### src/rtl/pll_pkg.sv
// Shared PLL definitions: sequencer FSM states, default timing constants and
// the PLL config index width common with the DRP stage.
package pll_pkg;

  // Config index width, shared with the PLL DRP stage.
  localparam int unsigned PllAw = 8;

  // Default sequencer timing, in CLK cycles.
  localparam int unsigned DefTow    = 20;
  localparam int unsigned DefUnlkTo = 1024;
  localparam int unsigned DefLockTo = 500000;
  localparam int unsigned DefSettle = 64;

  typedef enum logic [2:0] {
    StIdle,
    StIssue,
    StWaitUnlk,
    StWaitLock,
    StSettle,
    StFin
  } pll_state_e;

endpackage

### src/rtl/sync2.sv
// Two-flop synchroniser, asynchronously reset to 0.
module sync2 #(
  parameter int unsigned Width = 1
) (
  input  logic             clk_i,
  input  logic             rst_ni,
  input  logic [Width-1:0] d_i,
  output logic [Width-1:0] q_o
);

  logic [Width-1:0] meta_q;
  logic [Width-1:0] sync_q;

  // Two-stage capture of the asynchronous input.
  always_ff @(posedge clk_i or negedge rst_ni) begin
    if (!rst_ni) begin
      meta_q <= '0;
      sync_q <= '0;
    end else begin
      meta_q <= d_i;
      sync_q <= meta_q;
    end
  end

  assign q_o = sync_q;

endmodule

### src/rtl/pll_cfg_seq.sv
// PLL reconfiguration sequencer: accepts a config index, strobes it into the
// PLL control stage, then follows lock loss / re-acquisition and reports DONE
// or a sticky timeout ERR.
// Optional feature: define PLL_CFG_SEQ_SWEEP_EN to add SWEEP / SWEEP_LAST,
// which auto-step PLL_ADDR after each successful sequence.
module pll_cfg_seq
  import pll_pkg::*;
#(
  parameter int unsigned AW      = PllAw,
  parameter int unsigned TOW     = DefTow,
  parameter int unsigned UNLK_TO = DefUnlkTo,
  parameter int unsigned LOCK_TO = DefLockTo,
  parameter int unsigned SETTLE  = DefSettle
) (
  input  logic          CLK,
  input  logic          RSTXO,
`ifdef PLL_CFG_SEQ_SWEEP_EN
  input  logic          SWEEP,
  input  logic [AW-1:0] SWEEP_LAST,
`endif
  input  logic          REQ,
  input  logic [AW-1:0] REQ_ADDR,
  input  logic          LOCK_IN,
  output logic          BUSY,
  output logic [AW-1:0] PLL_ADDR,
  output logic          PLL_CHG,
  output logic          DONE,
  output logic          ERR,
  output logic          LOCKED_S
);

  localparam logic [TOW-1:0] CntOne     = TOW'(1);
  localparam logic [TOW-1:0] UnlkLast   = TOW'(UNLK_TO - 1);
  localparam logic [TOW-1:0] LockLast   = TOW'(LOCK_TO - 1);
  localparam logic [TOW-1:0] SettleLast = TOW'(SETTLE - 1);

  pll_state_e    state_q, state_d;
  logic [TOW-1:0] cnt_q, cnt_d;
  logic [TOW-1:0] cnt_inc;
  logic [AW-1:0]  addr_q, addr_d;
  logic           err_q, err_d;
  logic           lock_s;

  sync2 #(
    .Width (1)
  ) u_lock_sync (
    .clk_i  (CLK),
    .rst_ni (RSTXO),
    .d_i    (LOCK_IN),
    .q_o    (lock_s)
  );

  // Counter saturates instead of wrapping.
  assign cnt_inc = (cnt_q == '1) ? cnt_q : cnt_q + CntOne;

`ifdef PLL_CFG_SEQ_SWEEP_EN
  localparam logic [AW-1:0] AddrOne = AW'(1);
  // Set by a successful FIN; consumed (or dropped) on the next IDLE cycle.
  logic arm_q, arm_d;
`endif

  // Next-state, counter, address and error logic.
  always_comb begin
    state_d = state_q;
    cnt_d   = cnt_q;
    addr_d  = addr_q;
    err_d   = err_q;
`ifdef PLL_CFG_SEQ_SWEEP_EN
    arm_d   = arm_q;
`endif
    unique case (state_q)
      StIdle: begin
`ifdef PLL_CFG_SEQ_SWEEP_EN
        arm_d = 1'b0;
`endif
        if (REQ) begin
          addr_d  = REQ_ADDR;
          err_d   = 1'b0;
          state_d = StIssue;
        end
`ifdef PLL_CFG_SEQ_SWEEP_EN
        else if (SWEEP && arm_q) begin
          addr_d  = (addr_q == SWEEP_LAST) ? '0 : addr_q + AddrOne;
          err_d   = 1'b0;
          state_d = StIssue;
        end
`endif
      end
      StIssue: begin
        cnt_d   = '0;
        state_d = StWaitUnlk;
      end
      StWaitUnlk: begin
        // Timeout path covers a config that never drops lock.
        if (!lock_s || (cnt_q == UnlkLast)) begin
          cnt_d   = '0;
          state_d = StWaitLock;
        end else begin
          cnt_d = cnt_inc;
        end
      end
      StWaitLock: begin
        if (lock_s) begin
          cnt_d   = '0;
          state_d = StSettle;
        end else if (cnt_q == LockLast) begin
          err_d   = 1'b1;
          state_d = StFin;
        end else begin
          cnt_d = cnt_inc;
        end
      end
      StSettle: begin
        // Any drop restarts the full lock wait.
        if (!lock_s) begin
          cnt_d   = '0;
          state_d = StWaitLock;
        end else if (cnt_q == SettleLast) begin
          state_d = StFin;
        end else begin
          cnt_d = cnt_inc;
        end
      end
      StFin: begin
`ifdef PLL_CFG_SEQ_SWEEP_EN
        arm_d = !err_q;
`endif
        state_d = StIdle;
      end
      default: begin
        state_d = StIdle;
      end
    endcase
  end

  // State register.
  always_ff @(posedge CLK or negedge RSTXO) begin
    if (!RSTXO) begin
      state_q <= StIdle;
      cnt_q   <= '0;
      addr_q  <= '0;
      err_q   <= 1'b0;
    end else begin
      state_q <= state_d;
      cnt_q   <= cnt_d;
      addr_q  <= addr_d;
      err_q   <= err_d;
    end
  end

`ifdef PLL_CFG_SEQ_SWEEP_EN
  // Sweep arm flag register.
  always_ff @(posedge CLK or negedge RSTXO) begin
    if (!RSTXO) begin
      arm_q <= 1'b0;
    end else begin
      arm_q <= arm_d;
    end
  end
`endif

  // Outputs decode directly from registered state, so reset clears them at once.
  always_comb begin
    BUSY     = (state_q != StIdle);
    PLL_CHG  = (state_q == StIssue);
    DONE     = (state_q == StFin) && !err_q;
    PLL_ADDR = addr_q;
    ERR      = err_q;
    LOCKED_S = lock_s;
  end

endmodule

### config.mk
export PLATFORM = sky130hd
export DESIGN_NAME = pll_cfg_seq
export DESIGN_NICKNAME = d
export VERILOG_FILES = /design/src/rtl/pll_pkg.sv /design/src/rtl/sync2.sv /design/src/rtl/pll_cfg_seq.sv
export SDC_FILE = /design/constraint.sdc
export NUM_CORES = 1
export LEC_CHECK = 0
export ABC_AREA = 1
export CAP_MARGIN = 25
export CORE_UTILIZATION = 57
export CTS_CLUSTER_SIZE = 24
export DETAILED_ROUTE_END_ITERATION = 10
export PLACE_DENSITY = 0.8
export SLEW_MARGIN = 0
export SYNTH_ARGS = -nofsm -noshare
export SYNTH_HDL_FRONTEND = slang
export SYNTH_SLANG_ARGS = --single-unit
export TNS_END_PERCENT = 10
### constraint.sdc
create_clock -name CLK -period 2.2 [get_ports CLK]
set_clock_uncertainty 0.05 [all_clocks]
set_input_delay 0.33 -clock CLK [delete_from_list [all_inputs] [get_ports CLK]]
set_output_delay 0.33 -clock CLK [all_outputs]
set_load 0.05 [all_outputs]
Yosys cells after proc, flatten, opt, wreduce, memory -nomap -nowiden
Cells that the tools add are included.
- register bits: 34
- input bits: 12
- output and inout port bits: 13
- add/subtract/negate cells: 1
- equality and inequality tests: 17
- mux-type cells: 18
- reduce and logical (&&, ||, !) cells: 12
- operators with widths (kind ; number):
    two-way mux 20 bit ; 6
    case mux 20 bit (4 select lines) ; 1
    adder 20 x 1 -> 20 bit (second input constant) ; 1
    equality test 20 x 10 -> 1 bit (second input constant) ; 1
    equality test 20 x 19 -> 1 bit (second input constant) ; 1
    equality test 20 bit (second input constant) ; 1
    equality test 20 x 6 -> 1 bit (second input constant) ; 1
    two-way mux 3 bit ; 6
    case mux 3 bit (5 select lines) ; 1
    inequality test 2 bit (second input constant) ; 4
    AND reduction 4 bit ; 2
    equality test 3 x 2 -> 1 bit (second input constant) ; 2
    equality test 3 bit (second input constant) ; 2
    inequality test 3 x 2 -> 1 bit (second input constant) ; 2
    inequality test 3 bit (second input constant) ; 2
    nonzero test 4 bit ; 1
    equality test 3 x 1 -> 1 bit (second input constant) ; 1
    logical NOT 3 bit ; 1
    two-way mux 1 bit ; 3
    AND reduction 3 bit ; 1
    nonzero test 3 bit ; 1
    logical NOT 1 bit ; 2
    case mux 1 bit (2 select lines) ; 1
    AND reduction 2 bit ; 1
    3 further kinds ; 3

Depth between registers and ports, before layout
- word-level depth: 5
- mapped depth: 12
- depth with buffers taken out: 12

Modules after synthesis
From an unflattened synthesis, not the netlist that was laid out.
- cells, all modules: 328
- area total of the unflattened synthesis: 2243.4 um2
- modules (own cells, without submodules) (module ; times used ; cells an instance ; area an instance (um2) ; seq. area each (um2)):
    pll_cfg_seq ; 1 ; 326 ; 2193.4 ; 800.8
    sync2 ; 1 ; 2 ; 50.0 ; 50.0

Worst setup path after synthesis
Ideal clock, no wire load.
- path kind: register to output
- from: register err_q, in the netlist ERR
- to: output DONE
- arrival time: 1715 ps
- required time: 1820 ps
- slack: 105 ps
- cell stages (with the launch flop): 2
- buffers on the path: 0
- cell sequence: dfrtp_1 nor3_1
- longest elaborated chain between the ends: 2
- RTL lines (what ; line ; source):
    from (decl) ; pll_cfg_seq.sv:41 ; logic err_q, err_d;
    from (signal assigned) ; pll_cfg_seq.sv:147 ; err_q <= err_d;
    logical NOT 1 bit ; pll_cfg_seq.sv:166 ; DONE = (state_q == StFin) && !err_q;
    logical AND 1 bit ; pll_cfg_seq.sv:166 ;
    to (decl) ; pll_cfg_seq.sv:27 ; output logic DONE,
No other way between the ends.

Worst setup path in the final report
- from: register state_q[1]
- to: output BUSY
- longest elaborated chain between the ends: 1
- RTL lines (what ; line ; source):
    from (decl) ; pll_cfg_seq.sv:37 ; pll_state_e state_q, state_d;
    from (signal assigned) ; pll_cfg_seq.sv:139 ; state_q <= StIdle;
    from (signal assigned) ; pll_cfg_seq.sv:144 ; state_q <= state_d;
    nonzero test 3 bit ; pll_cfg_seq.sv:164 ; BUSY = (state_q != StIdle);
    to (decl) ; pll_cfg_seq.sv:24 ; output logic BUSY,
No other way between the ends.

==> results.py <==
metrics = {
    "outcome": {
        "status": "finished clean",
    },
    "yosys": {
        "yosysWarningCount": 0,
        "syn-num-nets": 367,
        "synthArstFlopShare_pct": 100,
        "seq_area_frac_synth_pct": 35.2,
        "synth_compound_area_share_pct": 4.76,
        "netlist.area_leader.share_pct": 35.2,
        "syn_area_per_cell_um2": 6.83,
        "synth_top_family_by_area": "simple AND/OR/NAND/NOR gates",
        "synth_area_leader_cell": "dfrtp_1",
        "synthXorXnorAreaFrac_pct": 3.26,
        "synth-edff-count": 0,
        "syn_area_mm2": 0.00242,
        "synth_mux_area_share_pct": 0,
        "synth.area.top_cells": "dfrtp_1 35%, nand2_1 15%, nand3_1 12%",
        "synth-seq-cells": 34,
        "synthSimpleGateAreaFrac_pct": 49.1,
        "synth_cells": 354,
        "dominantRegCellSynth": "dfrtp_1",
        "synthAdderAreaFrac_pct": 0.517,
        "yosysUniqueCellTypes": 32,
    },
    "power": {
        "ir_drop_mv": 0.604,
        "pwr_density_cell_mw_per_mm2": 972,
        "power_mw": 2.76,
        "leakage_nw": 1.32,
    },
    "worst_setup_path": {
        "critPathLaunchType": "register",
        "crit_type": "register to output pin",
        "crit_required_ps": 1820,
        "reg2reg_from": "cnt_q[0]$_DFFE_PN0P_",
        "cp_common_cell": "inv_1",
        "critPathArrivalTime_ps": 1620,
        "path_cells": "nor2_2 -> inv_1 -> nor2_1 -> inv_1 -> dlygate4sd2_1",
        "reg2reg_slack_ps": 200,
        "regToRegEndpoint": "cnt_q[0]$_DFFE_PN0P_",
        "r2r_cells": 10,
        "end_kind": "output pin",
        "cpPeakStageDelay_ps": 440,
        "slowest_stage": "dfrtp_1",
        "worstPathMaxFanout": 5,
    },
    "sta": {
        "relSlewSlack_pct": 66.2,
        "finalSetupViolCount": 0,
        "fmax_mhz": 500,
        "worstMarginPinSlew_ps": 505,
        "final_hold_viol_count": 0,
        "min_period_ps": 2000,
        "setup_tns_ps": 0,
        "rsz0062_at_grt": "no",
        "post-route-period-util_pct": 91.0,
        "fin_ws_ps": 199,
        "maxSlewViolCount": 0,
    },
    "final_layout": {
        "seq_area_um2": 851,
        "fin_nets": 401,
        "stdcell_count": 438,
        "area_growth_pct": 17.3,
        "fillerInstances": 349,
        "final_cell_mix": "98 x nand2_1, 56 x nand3_1, 43 x nor2_1",
        "design_area_mm2": 0.00284,
        "antenna-diode-count": 0,
        "layout_commonest_cell": "nand2_1",
        "multiInputGateArea_mm2": 0.00140,
        "drive_gt1_share_pct": 16.0,
    },
    "floorplanning": {
        "die_area_mm2": 0.00451,
        "die_y_um": 67.1,
        "initial_core_util_pct": 60.0,
        "row_count": 23,
        "ios": 25,
        "core_area_mm2": 0.00403,
        "die_w_um": 67.1,
    },
    "worst_hold_path": {
        "holdPathEnd": "u_lock_sync.q_o$_DFF_PN0_",
        "hp-start": "u_lock_sync.meta_q$_DFF_PN0_",
        "holdPathStages": 0,
        "hp-class": "register to register",
    },
    "placed_design": {
        "portBuffers": 24,
        "dpl_cell_area_mm2": 0.00275,
        "gp_congestion": 0.879,
        "place_hpwl_mm": 4.40,
        "dp.cells": 431,
        "place_ws_ps": 171,
    },
    "routing": {
        "ant_nets": 0,
        "drtIter0Drc": 163,
        "vias": 2448,
        "dr.pass1.iters": 4,
        "wl_mm": 5.91,
        "drc": 0,
        "viasPerCell": 5.59,
        "wl_per_cell_um": 13.5,
    },
    "grt": {
        "gr-usage-all-layers_pct": 28.8,
        "gr-max-usage-layer": "met2",
        "grt_max_degree": 35,
        "gr-usage-met3_pct": 4.56,
        "overflow": 0,
        "antenna_found_initial": 0,
        "grt_pass1_vias": 2147,
        "grtUsageMet2_pct": 44.8,
        "use_met1_pct": 40.9,
        "grt_first_pass_wirelength_mm": 9.80,
    },
    "clock_network": {
        "insertion_delay_ps": 280,
        "cts_root_buffer": "clkbuf_8",
        "clock_sinks": 34,
        "hold_buffers": 0,
        "clk_pin_slew_ps": 70,
        "clock_tree.buffer_depth": 2,
        "cts_max_level": 2,
        "cts_tree": "built",
        "cts_made_buffers": 5,
    },
    "job": {
        "cap_violations": 0,
    },
}
## metrics by stage
| step | hold WS, ps | util, % |
|---|---|---|
| 3_3_place_gp | 285 | 68.3 |
| 3_5_place_dp | 289 | 68.3 |
| 2_1_floorplan | -15.6 | - |
| 4_1_cts | 307 | 70.2 |
| 5_1_grt | 320 | 70.4 |
| 6_report | 301 | 70.4 |
## cells in the mapped netlist, types with 2 or more instances
cell type / count
clkbuf_1: 4
a21oi_1: 3
dfrtp_1: 34
inv_2: 4
xnor2_1: 2
nor3_1: 4
nand4_1: 12
nor2_1: 43
nand2_1: 98
nor2_4: 4
nor3_2: 2
nor2_2: 9
o21ai_0: 5
xor2_1: 7
nand2_2: 15
clkinv_1: 3
nand3_2: 5
inv_1: 30
o21ai_1: 2
nand3_1: 56
## per-layer routing
metal,vias up,share of wire (%)
li1,1217,-
met1,1138,46
met2,84,47
met3,9,5.5
met4,0,1.2
met5,-,0
## where the power goes
part,switching (mW),internal (mW),leakage [nW]
logic,1.04,0.434,0.823
registers,0.0966,0.747,0.452
clock network,0.223,0.212,0.0438
## what timing repair did
| item | in CTS | in global routing |
|---|---|---|
| buffers inserted | 0 | 0 |
| resized for setup | 1 | 2 |
| setup endpoints to repair | 1 | 3 |
| endpoints found under the hold margin | 0 | 0 |
## area by class of cell
type | count | area share [%]
multi-input combinational | 277 | 49.4
tap | 50 | 2.20
sequential | 34 | 30.0
timing repair buffer | 33 | 10.7
clock inverter | 2 | 0.353
clock buffer | 5 | 2.43
inverter | 37 | 4.89
## how the worst max path moves through the flow
stage / slack [ps] / from / end / cells past startpoint
2_1_floorplan: 100 / ERR$_DFFE_PN0P_ / DONE / 1
3_3_place_gp: 260 / cnt_q[0]$_DFFE_PN0P_ / cnt_q[14]$_DFFE_PN0P_ / 10
3_5_place_dp: 170 / cnt_q[0]$_DFFE_PN0P_ / cnt_q[14]$_DFFE_PN0P_ / 10
4_1_cts: 40 / state_q[1]$_DFFE_PN0P_ / PLL_CHG / 4
5_1_grt: 50 / cnt_q[0]$_DFFE_PN0P_ / cnt_q[0]$_DFFE_PN0P_ / 12
6_report: 200 / state_q[1]$_DFFE_PN0P_ / BUSY / 5
## state kept, by name (all words and copies together) (netlist names)
signal,count
ERR,1
PLL_ADDR,8
cnt_q,20
state_q,3
u_lock_sync.meta_q,1
u_lock_sync.q_o,1
## cell families (layout without fill, tap and decap cells)
group | Yosys count | after routing
buffers and inverters | 43 | 77
adders and majority gates | 1 | 1
and+or+nand+nor | 250 | 250
xor gates and xnor gates | 9 | 9
DFF | 34 | 34
AOI/OAI and AO/OA | 17 | 17
## critical path: cells and delay by family, from the launching register on
kind / cells / cell delay (ps)
buffers and inverters: 3 / 550
DFF: 1 / 440
and+or+nand+nor: 2 / 340
Power figures use the tool's default switching activity.
